===== src/rtl/hubris_fetch_queue_if.sv =====
// Handshake bundle for the Hubris fetch queue: redirect input, instruction
// memory request/response port, decode-side output and the debug occupancy.
// The master modport is the fetch queue; the slave modport is its environment.
interface hubris_fetch_queue_if #(
  parameter int ADDR_WIDTH  = 32,
  parameter int INST_WIDTH  = 32,
  parameter int QUEUE_DEPTH = 4
);
  localparam int OCC_W = $clog2(QUEUE_DEPTH) + 1;

  logic                  redirect_valid;
  logic [ADDR_WIDTH-1:0] redirect_addr;
  logic                  imem_req_valid;
  logic                  imem_req_ready;
  logic [ADDR_WIDTH-1:0] imem_req_addr;
  logic                  imem_rsp_valid;
  logic [INST_WIDTH-1:0] imem_rsp_data;
  logic                  id_valid;
  logic                  id_ready;
  logic [INST_WIDTH-1:0] id_inst;
  logic [ADDR_WIDTH-1:0] id_pc;
  logic [OCC_W-1:0]      occupancy;

  modport master (
    input  redirect_valid, redirect_addr,
    output imem_req_valid, imem_req_addr,
    input  imem_req_ready,
    input  imem_rsp_valid, imem_rsp_data,
    output id_valid, id_inst, id_pc,
    input  id_ready,
    output occupancy
  );

  modport slave (
    output redirect_valid, redirect_addr,
    input  imem_req_valid, imem_req_addr,
    output imem_req_ready,
    output imem_rsp_valid, imem_rsp_data,
    input  id_valid, id_inst, id_pc,
    output id_ready,
    input  occupancy
  );
endinterface


===== src/rtl/hubris_fetch_queue.sv =====
// Hubris decoupled instruction-fetch stage.
// Generates sequential PCs, issues valid/ready requests to instruction memory,
// collects in-order variable-latency responses into a circular prefetch queue
// and hands instructions to decode over a valid/ready handshake.
// A redirect flushes the queue; responses still in flight for the flushed
// stream are counted in r_stale and discarded when they arrive.
// Optional build macro HUBRIS_FETCH_BYPASS_EN: a response arriving for an
// empty-of-filled-entries queue is presented to decode in the same cycle.
module hubris_fetch_queue #(
  parameter int                    ADDR_WIDTH  = 32,
  parameter int                    INST_WIDTH  = 32,
  parameter int                    QUEUE_DEPTH = 4,
  parameter logic [ADDR_WIDTH-1:0] RESET_PC    = 32'h0000_0000,
  parameter int                    PC_STEP     = 4,
  parameter logic [INST_WIDTH-1:0] NOP_INST    = 32'h0000_0013
) (
  input logic                   clk,
  input logic                   reset,
  hubris_fetch_queue_if.master  bus
);
  localparam int PTR_W = $clog2(QUEUE_DEPTH);
  localparam int CNT_W = PTR_W + 1;

  // Architectural fetch state. Entries head..fill-1 are filled, fill..tail-1
  // are allocated and waiting for their response, so the per-entry filled
  // flag is implied by the pointers and r_unf.
  logic [ADDR_WIDTH-1:0] r_pc;
  logic [PTR_W-1:0]      r_head;
  logic [PTR_W-1:0]      r_fill;
  logic [PTR_W-1:0]      r_tail;
  logic [CNT_W-1:0]      r_occ;
  logic [CNT_W-1:0]      r_unf;
  logic [CNT_W-1:0]      r_stale;
  logic [ADDR_WIDTH-1:0] r_q_pc   [QUEUE_DEPTH];
  logic [INST_WIDTH-1:0] r_q_inst [QUEUE_DEPTH];

  logic                  w_live;
  logic                  w_credit_ok;
  logic                  w_req_valid;
  logic                  w_issue;
  logic                  w_rsp_stale;
  logic                  w_rsp_fill;
  logic                  w_head_filled;
  logic                  w_bypass;
  logic                  w_id_valid;
  logic                  w_pop;
  logic                  w_store;
  logic [INST_WIDTH-1:0] w_id_inst;
  logic [ADDR_WIDTH-1:0] w_id_pc;

  // Credit check uses start-of-cycle counts only: an entry popped this cycle
  // does not free a slot for a request in the same cycle.
  assign w_live        = !reset && !bus.redirect_valid;
  assign w_credit_ok   = ({1'b0, r_occ} + {1'b0, r_stale}) < (CNT_W + 1)'(QUEUE_DEPTH);
  assign w_req_valid   = w_live && w_credit_ok;
  assign w_issue       = w_req_valid && bus.imem_req_ready;
  assign w_rsp_stale   = bus.imem_rsp_valid && (r_stale != {CNT_W{1'b0}});
  assign w_rsp_fill    = bus.imem_rsp_valid && (r_stale == {CNT_W{1'b0}});
  assign w_head_filled = (r_occ != r_unf);

`ifdef HUBRIS_FETCH_BYPASS_EN
  // No filled entries but something outstanding means head == fill, so a
  // fresh response belongs to the head entry and can go straight to decode.
  assign w_bypass = w_rsp_fill && !w_head_filled && (r_unf != {CNT_W{1'b0}});
`else
  assign w_bypass = 1'b0;
`endif

  assign w_id_valid = w_live && (w_head_filled || w_bypass);
  assign w_pop      = w_id_valid && bus.id_ready;
  // A bypassed response that decode accepts is consumed without a queue write.
  assign w_store    = w_live && w_rsp_fill && !(w_bypass && w_pop);

  // Decode-side data select: NOP and zero PC whenever nothing is offered.
  always_comb begin
    w_id_inst = NOP_INST;
    w_id_pc   = {ADDR_WIDTH{1'b0}};
    if (w_id_valid) begin
      w_id_pc = r_q_pc[r_head];
      if (w_head_filled) begin
        w_id_inst = r_q_inst[r_head];
      end else begin
        w_id_inst = bus.imem_rsp_data;
      end
    end else begin
      w_id_inst = NOP_INST;
      w_id_pc   = {ADDR_WIDTH{1'b0}};
    end
  end

  assign bus.imem_req_valid = w_req_valid;
  assign bus.imem_req_addr  = r_pc;
  assign bus.id_valid       = w_id_valid;
  assign bus.id_inst        = w_id_inst;
  assign bus.id_pc          = w_id_pc;
  assign bus.occupancy      = r_occ;

  // PC, pointers and counters: reset, then redirect flush, then normal flow.
  always_ff @(posedge clk) begin
    if (reset) begin
      r_pc    <= RESET_PC;
      r_head  <= {PTR_W{1'b0}};
      r_fill  <= {PTR_W{1'b0}};
      r_tail  <= {PTR_W{1'b0}};
      r_occ   <= {CNT_W{1'b0}};
      r_unf   <= {CNT_W{1'b0}};
      r_stale <= {CNT_W{1'b0}};
    end else if (bus.redirect_valid) begin
      // Every outstanding request of the flushed stream becomes stale. A
      // response arriving now answers one of them (stale or unfilled alike),
      // so it is dropped and removed from the outstanding total.
      r_pc    <= bus.redirect_addr;
      r_head  <= {PTR_W{1'b0}};
      r_fill  <= {PTR_W{1'b0}};
      r_tail  <= {PTR_W{1'b0}};
      r_occ   <= {CNT_W{1'b0}};
      r_unf   <= {CNT_W{1'b0}};
      r_stale <= r_stale + r_unf - CNT_W'(bus.imem_rsp_valid);
    end else begin
      if (w_issue) begin
        r_tail <= r_tail + PTR_W'(1);
        r_pc   <= r_pc + ADDR_WIDTH'(PC_STEP);
      end
      if (w_rsp_stale) begin
        r_stale <= r_stale - CNT_W'(1);
      end
      if (w_rsp_fill) begin
        r_fill <= r_fill + PTR_W'(1);
      end
      if (w_pop) begin
        r_head <= r_head + PTR_W'(1);
      end
      r_occ <= r_occ + CNT_W'(w_issue) - CNT_W'(w_pop);
      r_unf <= r_unf + CNT_W'(w_issue) - CNT_W'(w_rsp_fill);
    end
  end

  // Queue payload storage; contents are don't-care until the pointers cover them.
  always_ff @(posedge clk) begin
    if (w_issue) begin
      r_q_pc[r_tail] <= r_pc;
    end
    if (w_store) begin
      r_q_inst[r_fill] <= bus.imem_rsp_data;
    end
  end
endmodule

===== src/flat_wrapper.sv =====
// flat-port wrapper written by rule: the top's interface ports become plain ports
module hubris_fetch_queue_flat 
#(
  parameter int                    ADDR_WIDTH  = 32,
  parameter int                    INST_WIDTH  = 32,
  parameter int                    QUEUE_DEPTH = 4,
  parameter logic [ADDR_WIDTH-1:0] RESET_PC    = 32'h0000_0000,
  parameter int                    PC_STEP     = 4,
  parameter logic [INST_WIDTH-1:0] NOP_INST    = 32'h0000_0013
)
  (clk, reset, bus_redirect_valid, bus_redirect_addr, bus_imem_req_valid, bus_imem_req_addr, bus_imem_req_ready, bus_imem_rsp_valid, bus_imem_rsp_data, bus_id_valid, bus_id_inst, bus_id_pc, bus_id_ready, bus_occupancy);
  hubris_fetch_queue_if #(.ADDR_WIDTH(ADDR_WIDTH), .INST_WIDTH(INST_WIDTH), .QUEUE_DEPTH(QUEUE_DEPTH)) bus_i ();
  input logic clk;
  input logic reset;
  input wire logic [$bits(bus_i.redirect_valid)-1:0] bus_redirect_valid;
  input wire logic [$bits(bus_i.redirect_addr)-1:0] bus_redirect_addr;
  output wire logic [$bits(bus_i.imem_req_valid)-1:0] bus_imem_req_valid;
  output wire logic [$bits(bus_i.imem_req_addr)-1:0] bus_imem_req_addr;
  input wire logic [$bits(bus_i.imem_req_ready)-1:0] bus_imem_req_ready;
  input wire logic [$bits(bus_i.imem_rsp_valid)-1:0] bus_imem_rsp_valid;
  input wire logic [$bits(bus_i.imem_rsp_data)-1:0] bus_imem_rsp_data;
  output wire logic [$bits(bus_i.id_valid)-1:0] bus_id_valid;
  output wire logic [$bits(bus_i.id_inst)-1:0] bus_id_inst;
  output wire logic [$bits(bus_i.id_pc)-1:0] bus_id_pc;
  input wire logic [$bits(bus_i.id_ready)-1:0] bus_id_ready;
  output wire logic [$bits(bus_i.occupancy)-1:0] bus_occupancy;
  assign bus_i.redirect_valid = bus_redirect_valid;
  assign bus_i.redirect_addr = bus_redirect_addr;
  assign bus_imem_req_valid = bus_i.imem_req_valid;
  assign bus_imem_req_addr = bus_i.imem_req_addr;
  assign bus_i.imem_req_ready = bus_imem_req_ready;
  assign bus_i.imem_rsp_valid = bus_imem_rsp_valid;
  assign bus_i.imem_rsp_data = bus_imem_rsp_data;
  assign bus_id_valid = bus_i.id_valid;
  assign bus_id_inst = bus_i.id_inst;
  assign bus_id_pc = bus_i.id_pc;
  assign bus_i.id_ready = bus_id_ready;
  assign bus_occupancy = bus_i.occupancy;
  hubris_fetch_queue #(.ADDR_WIDTH(ADDR_WIDTH), .INST_WIDTH(INST_WIDTH), .QUEUE_DEPTH(QUEUE_DEPTH), .RESET_PC(RESET_PC), .PC_STEP(PC_STEP), .NOP_INST(NOP_INST)) u_core (.clk(clk), .reset(reset), .bus(bus_i));
endmodule

===== config.mk =====
export PLATFORM = sky130hd
export DESIGN_NAME = hubris_fetch_queue_flat
export DESIGN_NICKNAME = d
export VERILOG_FILES = /design/src/rtl/hubris_fetch_queue_if.sv /design/src/rtl/hubris_fetch_queue.sv /design/src/flat_wrapper.sv
export SDC_FILE = /design/constraint.sdc
export NUM_CORES = 1
export LEC_CHECK = 0
export ABC_AREA = 1
export BUFFER_PORTS_ARGS = -buffer_cell sky130_fd_sc_hd__buf_2
export CAP_MARGIN = 20
export CORE_MARGIN = 2
export CORE_UTILIZATION = 52
export CTS_CLUSTER_DIAMETER = 30
export DETAILED_ROUTE_END_ITERATION = 8
export GPL_ROUTABILITY_DRIVEN = 0
export HOLD_SLACK_MARGIN = 0.03
export PLACE_DENSITY = 0.78
export SYNTH_ARGS = -nofsm -noshare
export SYNTH_HDL_FRONTEND = slang
export SYNTH_SLANG_ARGS = --single-unit

===== constraint.sdc =====
create_clock -name clk -period 2.7 [get_ports clk]
set_input_delay 0.54 -clock clk [delete_from_list [all_inputs] [get_ports clk]]
set_output_delay 0.54 -clock clk [all_outputs]
set_load 0.01 [all_outputs]

Yosys cells after proc, flatten, opt, wreduce, memory -nomap -nowiden

Memory sizes are Yosys's and may differ from the RTL's. A register that Yosys moved wholly into a read port is not among the register bits.
Index checks and enable logic that the tools add are counted.

Word-level logic and storage cells: 53
Output and inout bits: 101
RAM bits: 256
ROM bits: 0
Input bits: 70
Bits in latches: 0
Memories: 2
Flip-flop bits (word level): 47

Add/sub/neg operators: 12
Reduce and logical (&&, ||, !) cells: 15
Mux-type cells: 15
Magnitude comparators: 1
Bitwise logic cells: 0
Shift-type cells: 0
$mul: 0
Equality and inequality tests: 1
Divide/modulo/power cells: 0

Memories:

| name            | depth | width | read ports | clocked after memory_dff | wr ports | RTL line                 | RTL |
|---|---|---|---|---|---|---|---|
| u_core.r_q_inst | 4     | 32    | 1          | 1                        | 1        | hubris_fetch_queue.sv:35 | `logic [INST_WIDTH-1:0] r_q_inst [QUEUE_DEPTH];` |
| u_core.r_q_pc   | 4     | 32    | 1          | 1                        | 1        | hubris_fetch_queue.sv:34 | `logic [ADDR_WIDTH-1:0] r_q_pc [QUEUE_DEPTH];` |

Operator list:

| operator                                                   | number |
|---|---|
| 2-to-1 mux 32 bit                                          | 5 |
| adder 32 x 3 -> 32 bit, second input constant              | 1 |
| subtractor 3 x 1 -> 3 bit                                  | 3 |
| logical AND 1 bit                                          | 8 |
| 2-to-1 mux 2 bit                                           | 4 |
| adder 2 x 1 -> 2 bit, second input constant                | 3 |
| adder 3 x 1 -> 3 bit                                       | 2 |
| 2-to-1 mux 3 bit                                           | 2 |
| adder 3 x 3 -> 4 bit                                       | 1 |
| less-than comparator 4 x 3 -> 1 bit, second input constant | 1 |
| 2-to-1 mux 1 bit                                           | 4 |
| nonzero test 2 bit                                         | 2 |
| adder 3 bit                                                | 1 |
| logical NOT 3 bit                                          | 1 |
| != test 3 bit                                              | 1 |
| nonzero test 3 bit                                         | 1 |
| subtractor 3 x 1 -> 3 bit, second input constant           | 1 |
| logical NOT 1 bit                                          | 2 |
| OR reduction 2 bit                                         | 1 |

Logic depth before layout (Yosys ltp)

Word-level depth: 6
Mapped depth: 12
Gate-level depth less buffers: 12

Least setup slack after synthesis

OpenSTA, ideal clock, no wires.

Path type: reg2reg
Start point: register u_core.r_occ[1] (netlist: u_core.bus.occupancy[1])
End point: memory u_core.r_q_pc[0][0], enable pin
Clock period less this slack: 3062 ps
Slack: -362 ps
Arrival: 2641 ps
Path buffers: 1
Cell stages (with the launch flop): 8
Required time: 2279 ps
Setup time: 421 ps
Cell sequence: dfxtp_1 ha_1 nand3_1 nand2_1 nor2_4 nand2_2 buf_2 nor2_1

Longest elaborated chain between the ends: 6

RTL lines:

| what                                   | RTL line                  | RTL |
|---|---|---|
| start: declaration                     | hubris_fetch_queue.sv:31  | `logic [CNT_W-1:0] r_occ;` |
| start signal: assignment               | hubris_fetch_queue.sv:105 | `r_occ <= {CNT_W{1'b0}};` |
| start signal: assignment               | hubris_fetch_queue.sv:116 | `r_occ <= {CNT_W{1'b0}};` |
| start signal: assignment               | hubris_fetch_queue.sv:133 | `r_occ <= r_occ + CNT_W'(w_issue) - CNT_W'(w_pop);` |
| adder 3 x 3 -> 4 bit                   | hubris_fetch_queue.sv:54  | `assign w_credit_ok = ({1'b0, r_occ} + {1'b0, r_stale}) < (CNT_W + 1)'(QUEUE_DEPTH);` |
| less-than comparator 4 x 3 -> 1 bit    | hubris_fetch_queue.sv:54  |  |
| logical AND 1 bit                      | hubris_fetch_queue.sv:55  | `assign w_req_valid = w_live && w_credit_ok;` |
| named net bus_imem_req_valid           | flat_wrapper.sv:17        | `output wire logic [$bits(bus_i.imem_req_valid)-1:0] bus_imem_req_valid;` |
| logical AND 1 bit                      | hubris_fetch_queue.sv:56  | `assign w_issue = w_req_valid && bus.imem_req_ready;` |
| 2-to-1 mux 1 bit                       | hubris_fetch_queue.sv:140 | `if (w_issue) begin` |
| 2-to-1 mux 1 bit (not written as such) | hubris_fetch_queue.sv:141 | `r_q_pc[r_tail] <= r_pc;` |
| end: declaration                       | hubris_fetch_queue.sv:34  |  |

The timed path passes the listed nets, and every way through them passes these cells.

==> impl_results.md <==
- Outcome: finished clean
- Slew Viols, Final: 0
- Vias in the first global route: between 9000 and 10000
- Count of cell types in the netlist: 33
- HP Class: input pin to flip-flop
- H-tree levels: 2
- CTS tree: yes
- Setup violators final: 0
- Post-synth top flop: edfxtp_1
- Hold Path Stages: 1
- Clock Pin Slew Worst Setup and Hold Paths: around 50 ps
- Data arrival, critical path: 2120 ps
- Seq cells post-synth: 305
- Register area share after synthesis: between 60% and 70%
- Starting density of the core: 52.7%
- Clk Latency, worst-skew pair: 570 ps
- Fmax: around 380 MHz
- Min Hold Slack: roughly 190 ps
- Via/cell ratio: 5.43
- Num CTS Buffers: 56
- Area of the multi-input gates: 3990 um2
- Final Core Density: 66.1%
- FILL cells: approximately 1800
- RSZ-0062 raised after global routing: true
- Post-synth EDFFs: 256
- Peak supply drop: around 0.00055 V
- Total congestion overflow: 0
- # Max-Cap Violations: 0
- Crit path capture type: primary output
- Most used routing layer: met2
- Final Skew: 20.9 ps
- Yosys warning total: 0
- Initial antenna violation count: 0
- Syn Nets: 1371
- Critical path class: flip-flop to primary output
- Starting DRT DRC Count: 874
- HP Start: bus_imem_rsp_data[9]
- N_diodes: 0
- Synth async-reset ratio: 0%
- Register area: 8670 um2
- Synth-to-Final Area Change: 25.4%
- Avg WL per Cell: approximately 17 um
- Final Total Pwr: about 13 mW
- Die area: 26700 um2
- Max-slew headroom: 57.3%
- Largest net degree at the start of global routing: 95
- Num rows: a little under 60
- Synth Area per Inst: 10.3 um2
- Final Cycle Share: between 90% and 100%
- Data required, critical path: 2160 ps
- Lkg Pwr: 6.53 nW
- Routed WL: 32400 um
- Clock sink total: 305
- Root Driver: clkbuf_16
- Layout cells sized above 1: 21.3%
- Worst-Margin Slew: ~640 ps
- Core Box Area: 25000 um2
- Pwr/cell area: 788 nW/um2
- Top Ports: 171
- DRC viols: 0
- GRT Overall Usage: 24.2%
- CTS Buffer Depth: 3
- Die Width: 163 um
- DIE HEIGHT: 163 um
- Cell Area, Synth: about 13000 um2
- Via Count: between 10000 and 15000
- PortBufs: 170
- Final #Nets: 1570
- Worst r2r src: u_core.r_stale[1]
- Synthesized instance count: 1278
- Startpoint Class: flip-flop
- Worst reg2reg path depth: 11
- Final Hold Fails: 0
- Met3 GRT Util: 4.93%
- Min cycle time layout: roughly 2700 ps
- Critical Path Fanout Max: 49
- Remaining antenna violation count: 0
- Global-route wire length before repair: roughly 50000 um
- Final instance area: 16500 um2
- Area post-placement: about 15000 um2
- Met2 usage in global routing: 40.6%
- Post-DP HPWL: 19600 um
- Met1 usage: 30.7%
- Number of iterations in the first detailed-routing pass: 5
## flip-flops by register name (all words and copies together), names as in the netlist, 3 cells and up, named ones only
name,cells
u_core.r_unf,3
u_core.r_q_inst,128
u_core.r_q_pc,128
u_core.bus.occupancy,3
u_core.r_stale,3
u_core.bus.imem_req_addr,32
## cells by family after synthesis
| logic type | Yosys count | share of synthesized area (%) |
|---|---|---|
| AND/OR/NAND/NOR | 552 | 16.6 |
| flip-flops | 305 | 65.7 |
| AO/OA/AOI/OAI | 238 | 9.85 |
| buffers and inverters | 143 | 4.38 |
| adder cells (fa/ha/maj) | 23 | 2.35 |
| XOR/XNOR | 17 | 1.13 |
## through the flow
stage	TNS, ps	setup WS (ps)	std cells
global route	-245	-45.2	1855
detailed placement	0	240	1745
floorplan	-46310	-362	1278
global placement	0	271	1745
finish	0	40.6	1855
CTS	0	5.32	1852
## critical path, cell delays in order, from the launching register on
cell and delay [ps]:
dfxtp_2 330, buf_4 520, o21ai_0 220, o221ai_1 280, buf_2 180
## metal layers
metal | part of all wire [%] | routed length (um)
met1 | 40 | 12900
met2 | 48 | 15700
met5 | 0 | 0
met3 | 8.6 | 2770
met4 | 3.1 | 1010
## Yosys cell counts, types with 3 or more instances
cell type,count,area share [%]
edfxtp_1,256,58
nand3b_1,7,0.40
nand2_2,4,0.19
buf_1,5,0.14
buf_2,21,0.80
xor2_1,7,0.46
ha_1,20,1.9
o221ai_1,3,0.20
inv_2,4,0.11
fa_1,3,0.45
a21oi_1,117,4.4
dfxtp_1,49,7.4
o21ai_0,95,3.6
nand3_1,34,1.3
clkbuf_1,33,0.94
a32o_1,15,1.1
xnor2_1,10,0.66
inv_1,77,2.2
nor2_1,232,6.6
nand2_1,266,7.6
nor2_4,3,0.26
## path summary, 6_finish.rpt
kind | endpoint | slack (ps)
setup / recovery | bus_id_inst[1] | 40
hold reg to reg | flip-flop | 500
hold / removal | u_core.r_q_inst[3][9] | 190
setup reg to reg | u_core.r_unf[2] | 360
## area by class of cell
cell class	instances	share of cell area, %
multi-input cells	830	24.1
clock buffers	61	8.58
well taps	330	2.50
inverters	82	1.88
repair buffers	202	7.55
flip-flops and latches	305	52.4
clock inverters	45	3.00
## power by group
part | internal [mW] | switching, mW
clock | 4.37 | 2.51
combinational | 0.309 | 0.500
sequential | 5.22 | 0.125
## cell usage in the layout (no fill, tap or decap), types with 5 or more instances in the layout
cell and n:
a21oi_1 115, a32o_1 15, buf_12 12, buf_2 170, buf_4 18, bufinv_16 5, clkbuf_1 5, clkbuf_16 56
clkinv_1 6, clkinv_2 9, clkinv_4 8, clkinvlp_4 5, dfxtp_1 47, edfxtp_1 256, ha_1 20, inv_1 77
inv_6 8, nand2_1 265, nand2_2 5, nand3_1 34, nand3b_1 7, nor2_1 224, nor2_2 9, o21ai_0 89
o21ai_1 7, xnor2_1 10, xor2_1 7
## repair_timing
action,CTS,global route
endpoints found under the setup margin,17,24
gates resized for setup,7,3
hold buffers,0,0
buffers inserted,1,3
Note: power is estimated with default switching activity, not from simulation.
